==> src/rtl/mont_reduce_tail.sv <==
// Kyber Montgomery reduction tail: pairs a with its QINV term t,
// computes r = (a - t*Q) >>> 16 and queues results into an output FIFO.
module mont_reduce_tail #(
    parameter int Q     = 3329,
    parameter int DEPTH = 3
) (
    input  logic                         clk,
    input  logic                         rst_n,
    input  logic                         in_valid,
    output logic                         in_ready,
    input  logic [31:0]                  in_a,
    input  logic [15:0]                  in_t,
    output logic                         out_valid,
    input  logic                         out_ready,
    output logic [15:0]                  out_r,
    output logic [$clog2(DEPTH+1)-1:0]   fifo_cnt
);
    localparam int CW = $clog2(DEPTH+1);
    localparam int PW = (DEPTH > 1) ? $clog2(DEPTH) : 1;
    localparam logic signed [31:0] QS = 32'(Q);

    logic signed [31:0] a_reg;
    logic               a_vld;
    logic [15:0]        mem [DEPTH];
    logic [PW-1:0]      wr_ptr;
    logic [PW-1:0]      rd_ptr;

    logic               accept;
    logic               push;
    logic               pop;
    logic [CW:0]        occ;
    logic signed [31:0] t_s;
    logic signed [31:0] m;
    logic signed [32:0] d;
    logic [15:0]        r;
    logic               unused_bits;

    function automatic logic [PW-1:0] nxt(input logic [PW-1:0] p);
        return (p == PW'(DEPTH - 1)) ? '0 : p + 1'b1;
    endfunction

    // Only registered terms: the in-flight a always finds a free slot.
    assign occ       = {1'b0, fifo_cnt} + {{CW{1'b0}}, a_vld};
    assign in_ready  = occ < (CW+1)'(DEPTH);
    assign accept    = in_valid && in_ready;
    assign push      = a_vld;
    assign out_valid = (fifo_cnt != '0);
    assign pop       = out_valid && out_ready;
    assign out_r     = out_valid ? mem[rd_ptr] : 16'h0000;

    assign t_s = {{16{in_t[15]}}, in_t};
    assign m   = t_s * QS;
    assign d   = {a_reg[31], a_reg} - {m[31], m};
    assign r   = d[31:16];
    // Low half is zero by construction of t; sign bit is redundant.
    assign unused_bits = ^{d[32], d[15:0]};

    always_ff @(posedge clk or negedge rst_n) begin
        if (!rst_n) begin
            a_reg <= '0;
            a_vld <= 1'b0;
        end else begin
            a_vld <= accept;
            if (accept) begin
                a_reg <= in_a;
            end
        end
    end

    always_ff @(posedge clk or negedge rst_n) begin
        if (!rst_n) begin
            wr_ptr   <= '0;
            rd_ptr   <= '0;
            fifo_cnt <= '0;
            for (int i = 0; i < DEPTH; i++) begin
                mem[i] <= '0;
            end
        end else begin
            if (push) begin
                mem[wr_ptr] <= r;
                wr_ptr      <= nxt(wr_ptr);
            end
            if (pop) begin
                rd_ptr <= nxt(rd_ptr);
            end
            unique case ({push, pop})
                2'b10:   fifo_cnt <= fifo_cnt + 1'b1;
                2'b01:   fifo_cnt <= fifo_cnt - 1'b1;
                default: fifo_cnt <= fifo_cnt;
            endcase
        end
    end
endmodule
==> config.mk <==
export PLATFORM = sky130hd
export DESIGN_NAME = mont_reduce_tail
export DESIGN_NICKNAME = d
export VERILOG_FILES = /design/src/rtl/mont_reduce_tail.sv
export SDC_FILE = /design/constraint.sdc
export NUM_CORES = 1
export LEC_CHECK = 0
export ABC_AREA = 1
export ABC_CLOCK_PERIOD_IN_PS = 9200
export CAP_MARGIN = 10
export CORE_MARGIN = 2
export CORE_UTILIZATION = 50
export DETAILED_ROUTE_END_ITERATION = 8
export PLACE_DENSITY = 0.8
export SYNTH_ARGS = -nofsm -noshare
export SYNTH_HDL_FRONTEND = slang
export SYNTH_SLANG_ARGS = --single-unit
==> constraint.sdc <==
create_clock -name clk -period 9.2 [get_ports clk]
set_input_delay 1.38 -clock clk [delete_from_list [all_inputs] [get_ports clk]]
set_output_delay 1.38 -clock clk [all_outputs]
set_load 0.02 [all_outputs]
Word-level counts from Yosys, hierarchy flattened

Cells that the tools add are included.

Output and inout port bits: 20
Bits in registers: 87

Magnitude comparators: 4
Add/sub/neg operators: 6
Multiply operators: 1
Reduce and logical (&&, ||, !) cells: 5
Bitwise logic cells: 2
Muxes and demuxes: 10
Equality and inequality tests: 4

Operators by type and width:

| cell                                                                  | count |
|---|---|
| 16-bit 2-to-1 mux                                                     | 4 |
| 48-bit bitwise mux                                                    | 1 |
| 16-bit binary-select mux with 2-bit select                            | 1 |
| 16-bit demux with 2-bit select                                        | 1 |
| 32-bit by 29-bit subtractor with 32-bit output                        | 1 |
| 16-bit by 13-bit multiplier with 29-bit output, second input constant | 1 |
| 2-bit by 1-bit adder with 2-bit output, second input constant         | 3 |
| 2-bit == test, second input constant                                  | 3 |
| 3-bit greater-or-equal comparator, second input constant              | 2 |
| 2-bit NOT with 3-bit output                                           | 2 |
| 2-bit 2-to-1 mux                                                      | 2 |
| 2-bit one-hot mux with 2 select lines                                 | 1 |
| 2-bit nonzero test                                                    | 2 |
| 2-bit by 1-bit adder with 3-bit output                                | 1 |
| 1-bit logical AND                                                     | 3 |
| 3-bit by 1-bit < comparator with 1-bit output, second input constant  | 1 |
| 3-bit by 2-bit < comparator with 1-bit output, second input constant  | 1 |
| 2-bit by 1-bit == test with 1-bit output, second input constant       | 1 |
| 2-bit by 1-bit subtractor with 2-bit output, second input constant    | 1 |

Logic depth before layout (Yosys ltp)

Gate-level depths: netlist of the first run.

Depth in word-level cells: 6
Depth in mapped cells: 24

Least setup slack after synthesis of the first run

No wires, ideal clock.

Path kind: input to register
Start: input in_t[6]
End: register mem[10] in the netlist's numbering
Setup slack: 3.987 ns
Stages on the path: 20
Arrival time: 5.095 ns
Setup time: 0.117 ns
Path through: ha_1 -> ha_1 -> inv_1 -> fa_1 -> fa_1 -> inv_1 -> ha_1 -> fa_1 -> inv_1 -> ha_1 -> nand2_2 -> inv_1 -> nand2_1 -> nand2_1 -> inv_1 -> nand2_1 -> a21oi_1 -> nand3b_2 -> nand3_1 -> nand2_1

Word-level cells in the longest chain between the ends: 3

RTL lines:

| item                                           | RTL line | text |
|---|---|---|
| from (decl)                                    | 12       | `input logic [15:0] in_t,` |
| 16-bit by 13-bit multiplier with 29-bit output | 52       | `assign m = t_s * QS;` |
| 32-bit by 29-bit subtractor with 32-bit output | 53       | `assign d = {a_reg[31], a_reg} - {m[31], m};` |
| 48-bit bitwise mux                             | 80       | `mem[wr_ptr] <= r;` |
| to (signal, indexed assignment)                | 80       |  |
| to (decl)                                      | 24       | `logic [15:0] mem [DEPTH];` |

No other way between the ends.
A chain may end at the register's enable or synchronous reset.

Worst setup path after layout of the first run

Start: input in_t[15]
End: register mem[25] in the netlist's numbering

Same word-level chain as after synthesis.

==> impl_results.md, run 1 <==
- Chip width: 139.3 µm
- Vias in the first global route: 7481
- Die footprint: 19410 µm²
- Drt initial violations: about 360
- Row count: 49
- Synthesized cell area: 9158 µm²
- Post-CTS sizing: 0
- Ant diodes: 0
- Bufs on Longest Clock Path: 2
- Remaining DRCs: 0
- Grt met2 use: 0.4035
- CTS tree: yes
- Via total after detailed routing: 7717
- Die Ht: 139.3 µm
- Setup Fix Bufs, Post-CTS: 0
- Synth top area cells: dfrtp_1 (24%), ha_1 (18%), nand2_1 (16%)
- Setup Viol. Count Final: 0
- Num CTS Buffers: 9
- Clk_skew: 13.39 ps
- Fin nets: 1584
- H-tree levels: 3
- CTS root buf: clkbuf_16
- Setup CP Type: in2reg
- Final ANT Viol Nets: 0
- Area Growth Syn to Fin: 13.54%
- Top Usage Layer GRT: met2
- RSZ-0062 raised after global routing: no
- Max reg flops: 48
- Crit path DAT: 6170 ps
- Antenna violations before repair: 0
- Largest area contributor in the netlist: dfrtp_1
- Slowest-stage cell, CP: fa_1
- Clk_lat worst skew: 360 ps
- Synth warn: 0
- Post-synth top area share: 0.2377
- Synth Instances: 1280
- FMAX: 168.5 MHz
- Crit-path leading delay family: adder cells
- GR met3 Demand/Resource: 0.02099
- Post-synthesis register bit count: 87
- CP Buf/Inv Count: 6
- Crit start category: primary input
- Via density per instance: 4.887
- CTS Hold Bufs: 0
- Starting density of the core: 0.5098
- Total global routing overflow: 0
- CTS clk-pin slew, worst paths: 60 ps
- Mean Syn Cell Area: between 7 and 8 µm²
- Buffers added on ports: 71
- Cells after DPL: 1564
- Syn nets: 1518
- CP endpoint kind: register
- Hold Vio Cnt, Final: 0
- Layout fillers: 1673
- DRT Pass-1 Iters: 7
- Total Neg Setup Slack: 0 ps
- Sequential area share after synthesis: 0.2377
- Clock period minus worst slack: roughly 6000 ps
- Worst min path class: reg2reg
- Slew Limit Fails: 0
- CP required: 9440 ps
- Crit-path max FO: 27
- Worst Tran Pin Value: roughly 1300 ps
- Max incr delay on CP: 550 ps
- Average wire per standard cell: 13.36 µm
- GRT met1 Usage: 0.2945
- Critical path cell sequence: clkdlybuf4s50_1 > buf_4 > ha_1 > ha_1 > inv_1 > fa_1 > fa_1 > inv_1 > ha_1 > fa_1 > inv_1 > ha_1 > nand2_2 > nor2_2 > inv_2 > nor2_1 > and2_1 > nand2_2 > nand2_2 > nand2_2 > nand3_1 > nand2_1
- Sink Count: between 80 and 90
- WL final: about 21000 µm
- I/O pins: between 70 and 80
- GP Congestion: 0.9787
- Max_cap viols: 0
- CORE AREA: 17960 µm²
- Post-route cell area: 10400 µm²
- Final core utilization: 0.5788
- Area after DPL: 10110 µm²
- Dpl hpwl: 17140 µm
- Slew HR: 0.1391
- Total GRT Usage: 0.2266
- Status: completed
- Global-route wire length before repair: 35670 µm
- Largest net degree at the start of global routing: 64
- Share of cells above drive strength 1: 0.05333
- Non-Filler Instances: 1579
- Final critical-path share of the clock period: 0.6450
- Distinct cell type count after synthesis: 31
## synth_stat cells, drive strengths merged
master,count
buf,8
nand3b,5
clkinv,1
fa,52
ha,134
xnor2,4
o21ai,47
clkbuf,13
mux2,1
nor3,9
xor2,5
o21bai,2
or2,1
nand2,404
nor2,49
nand3,93
a21oi,18
and2,6
nand4,6
o221ai,3
dfrtp,87
inv,332
## tightest hold or removal path: cells and delay by family, from the launching register on
family	cells	cell delay [ps]
simple gates	2	100
flops	1	340
## placed cells by master (no fill, tap or decap), types with 2 or more instances in the layout
master,instances
inv_1,323
nor2_2,6
a21oi_1,17
nand3_1,92
nand2_1,385
and2_1,6
nand3b_1,2
xnor2_1,4
o221ai_1,3
clkdlybuf4s50_1,70
dfrtp_1,87
inv_2,9
nand4_1,6
nor3_1,2
nor3_2,7
o21ai_0,45
nand2_2,19
o21bai_1,2
nand3b_2,3
buf_4,6
o21ai_1,2
clkinv_2,2
fa_1,52
xor2_1,5
nor2_1,39
ha_1,134
nor2_4,4
clkbuf_16,9
## kinds of logic (layout without fill, tap and decap cells)
family	after synthesis	in the layout	synth area share
AO/OA/AOI/OAI	70	70	0.04044
XOR/XNOR	9	9	0.008607
adder cells (fa/ha/maj)	186	186	0.2968
buffers and inverters	354	424	0.1462
flip-flops	87	87	0.2377
multiplexers	1	1	0.001230
AND/OR/NAND/NOR	573	573	0.2690
## per-layer routing
layer / vias to the layer above / share of wire / wire length (µm)
li1: 3967 / - / -
met1: 3553 / 0.46 / 9753
met2: 170 / 0.48 / 10200
met3: 27 / 0.033 / 697
met4: 0 / 0.021 / 445
met5: - / 0 / 0
## path summary, 6_finish.rpt
check | startpoint | to | slack, ps | depth (start not counted)
worst max-delay path | in_t[15] | mem[25] | 3270 | 22
worst min-delay path | mem[6] | mem[6] | 480 | 2
worst max register to register | a_reg[0] | mem[32] | 4900 | 20
worst min register to register | mem[6] | mem[6] | 480 | 2
max in group asynchronous | rst_n | wr_ptr[0] | 7150 | 2
min in group asynchronous | rst_n | a_reg[2] | 950 | 1
## cell type report
class	instances	area [µm²]	area share
inverter	333	1250	0.1202
tap	229	286.5	0.02756
clock inverter	5	57.56	0.005535
sequential	87	2177	0.2094
timing repair buffer	76	745.7	0.07172
multi-input combinational	839	5652	0.5436
clock buffer	10	229.0	0.02202
## through the flow
stage / setup slack (ps) / hold slack (ps)
after detailed placement: 2884 / 465.8
after global routing: 2961 / 498.5
final: 3266 / 480.5
after global placement: 2942 / 463.3
after floorplan: 3987 / 449.3
after CTS: 3262 / 483.7
Power of run 1 is left out: the tool's default activity adds up to more than one toggle a clock period on the data nets, which glitch-free logic cannot reach.
==> run 2: changes to the inputs <==
--- a/config.mk
+++ b/config.mk
@@ -6,12 +6,12 @@
 export NUM_CORES = 1
 export LEC_CHECK = 0
 export ABC_AREA = 1
-export ABC_CLOCK_PERIOD_IN_PS = 9200
+export ABC_CLOCK_PERIOD_IN_PS = 5350
 export CAP_MARGIN = 10
 export CORE_MARGIN = 2
 export CORE_UTILIZATION = 50
 export DETAILED_ROUTE_END_ITERATION = 8
-export PLACE_DENSITY = 0.8
+export PLACE_DENSITY = 0.83
 export SYNTH_ARGS = -nofsm -noshare
 export SYNTH_HDL_FRONTEND = slang
 export SYNTH_SLANG_ARGS = --single-unit
==> constraint.sdc (replaced) <==
create_clock -name clk -period 5.35 [get_ports clk]
set_input_delay 0.8025 -clock clk [delete_from_list [all_inputs] [get_ports clk]]
set_output_delay 0.8025 -clock clk [all_outputs]
set_load 0.02 [all_outputs]
==> run 2 against run 1 <==
  * Sequential share of layout area is 0.53 points lower
  * Non-clock buffer count is 29 higher
  * Utilization grew 1.5 points
  * Cell count grew 1.9%
  * Die area stayed put
  * Final area is 2.6% higher
  * Count of clock-buffer cells in the layout fell by 1
  * Via count grew 2.5%
  * Highest routed layer unchanged
  * Largest cell class unchanged
  * Clock skew barely moved
  * Global-route usage decreased by 0.32 points
  * Worst hold slack got worse by 71 ps
  * Critical endpoint is now mem[14]
==> impl_results.md, run 2 (same netlist as run 1, synthesis figures left out) <==
- Ant diodes: 0 (unchanged)
- Hold Vio Cnt, Final: 0 (unchanged)
- Max reg flops: 48 (unchanged)
- Worst r2r path cells: 21 (+5.0%)
- Share of cells above drive strength 1: 0.07899 (+0.02565)
- Via total after detailed routing: 7908 (+2.5%)
- WL final: 20600 µm (-2.4%)
- Crit start category: primary input
- Total global routing overflow: 0 (unchanged)
- CTS clk-pin slew, worst paths: 70 ps (about the same)
- Setup Viol. Count Final: 0 (unchanged)
- Die Ht: 139.3 µm (unchanged)
- Global-route wire length before repair: 35560 µm (-0.31%)
- Sink Count: 87 (unchanged)
- Max_cap viols: 0 (unchanged)
- Final ANT Viol Nets: 0 (unchanged)
- Total GRT Usage: 0.2234 (-0.003190)
- Slew HR: 0.1671 (+0.02804)
- CORE AREA: 17960 µm² (unchanged)
- CP required: 5650 ps (-3790 ps)
- Num CTS Buffers: 9 (unchanged)
- Largest net degree at the start of global routing: 88 (+38%)
- H-tree levels: 3 (unchanged)
- Clock period minus worst slack: 5142 ps
- Antenna violations before repair: 0 (unchanged)
- CTS tree: yes
- Buffers added on ports: 71 (unchanged)
- Via density per instance: 4.915 (+0.56%)
- I/O pins: 72 (unchanged)
- Worst r2r src: a_reg[0]
- Die footprint: 19410 µm² (unchanged)
- CTS root buf: clkbuf_16
- Total Neg Setup Slack: 0 ps (unchanged)
- CTS Hold Bufs: 0 (unchanged)
- Starting density of the core: 0.5098 (unchanged)
- Average wire per standard cell: 12.80 µm (-4.2%)
- CP endpoint kind: register
- Status: completed
- Crit-path max FO: 4 (-85%)
- Area Growth Syn to Fin: 16.51%
- Worst min path class: in2async
- Fin nets: 1613 (+1.8%)
- Slew Limit Fails: 0 (unchanged)
- RR Endpoint: mem[32]
- Clk_skew: 13.14 ps (-0.2524 ps)
- Final critical-path share of the clock period: 0.9611
- Most common cell after layout, fill and taps aside: nand2_1
- GP Congestion: 0.9071 (-7.3%)
- DRT Pass-1 Iters: 5 (-2)
- Drt initial violations: 414 (+14%)
- Bufs on Longest Clock Path: 2 (unchanged)
- FMAX: 194.5 MHz
- Vias in the first global route: 7785 (+4.1%)
- Chip width: 139.3 µm (unchanged)
- Row count: 49 (unchanged)
- Commonest non-fill, non-tap cells in the layout: nand2_1 (385), inv_1 (323), ha_1 (134), nand3_1 (91), dfrtp_1 (87)
- Setup CP Type: in2reg
- Remaining DRCs: 0 (unchanged)
- R2R setup slack: 1150 ps (-3750 ps)
- Crit path DAT: 5440 ps (-730 ps)
- Worst Tran Pin Value: 1245 ps (-41.90 ps)
- Dpl hpwl: 16710 µm (-2.5%)
- Clk_lat worst skew: 360 ps (about the same)
## run 2: timing repair
item | in CTS | in global routing
setup endpoints to repair | 0 | 41
gates resized for setup | 0 | 12
buffers inserted | 0 | 0
## run 2: layout make-up
class | instances | area [µm²]
clock buffers | 9 | 225.2
clock inverters | 7 | 61.31
fillers | 1628 | 7295
inverters | 333 | 1250
multi-input cells | 839 | 5670
flip-flops and latches | 87 | 2177
well taps | 229 | 286.5
repair buffers | 105 | 998.5
## run 2: through the flow
step / cells / area, µm² / hold slack (ps) / util / worst slack (ps)
floorplan: 1280 / 9158 / 449.3 / - / 714.9
global placement: 1592 / 10320 / 464.5 / 0.5746 / -211.0
detailed placement: 1592 / 10320 / 465.6 / 0.5746 / -244.6
CTS: 1608 / 10610 / 484.2 / 0.5905 / 113.1
global route: 1609 / 10670 / 453.5 / 0.5939 / -20.92
finish: 1609 / 10670 / 409.4 / 0.5939 / 208.0
## run 2: per-layer routing
metal | vias to the layer above | share of wire | track usage
met5 | - | 0 | 0
met1 | 3668 | 0.46 | 0.2863
met2 | 181 | 0.48 | 0.3904
met4 | 0 | 0.024 | 0.07974
li1 | 4022 | - | -
met3 | 37 | 0.039 | 0.02650
## run 2: worst max-delay path by stage
stage / slack [ps] / from / cells past startpoint / to
finish: 210 / in_t[8] / 22 / mem[14]
global route: -20 / in_t[8] / 22 / mem[14]
CTS: 110 / in_t[11] / 21 / mem[41]
detailed placement: -240 / in_t[11] / 21 / mem[25]
global placement: -210 / in_t[10] / 21 / mem[25]
floorplan: 710 / in_t[6] / 20 / mem[10]
## run 2: worst max-delay path, cell delays in order
cell	delay, ps
clkdlybuf4s50_1	560
ha_1	270
ha_1	270
inv_1	50
fa_1	500
fa_1	550
inv_1	40
ha_1	310
fa_1	540
inv_1	40
ha_1	360
nand2_2	160
inv_1	60
nand2_1	60
nand2_1	90
nand2_1	90
nand2_1	80
a21oi_1	240
nand2_1	80
nand2_1	120
nand3_1	90
nand2_1	70
Power of run 2 is left out for the same reason.
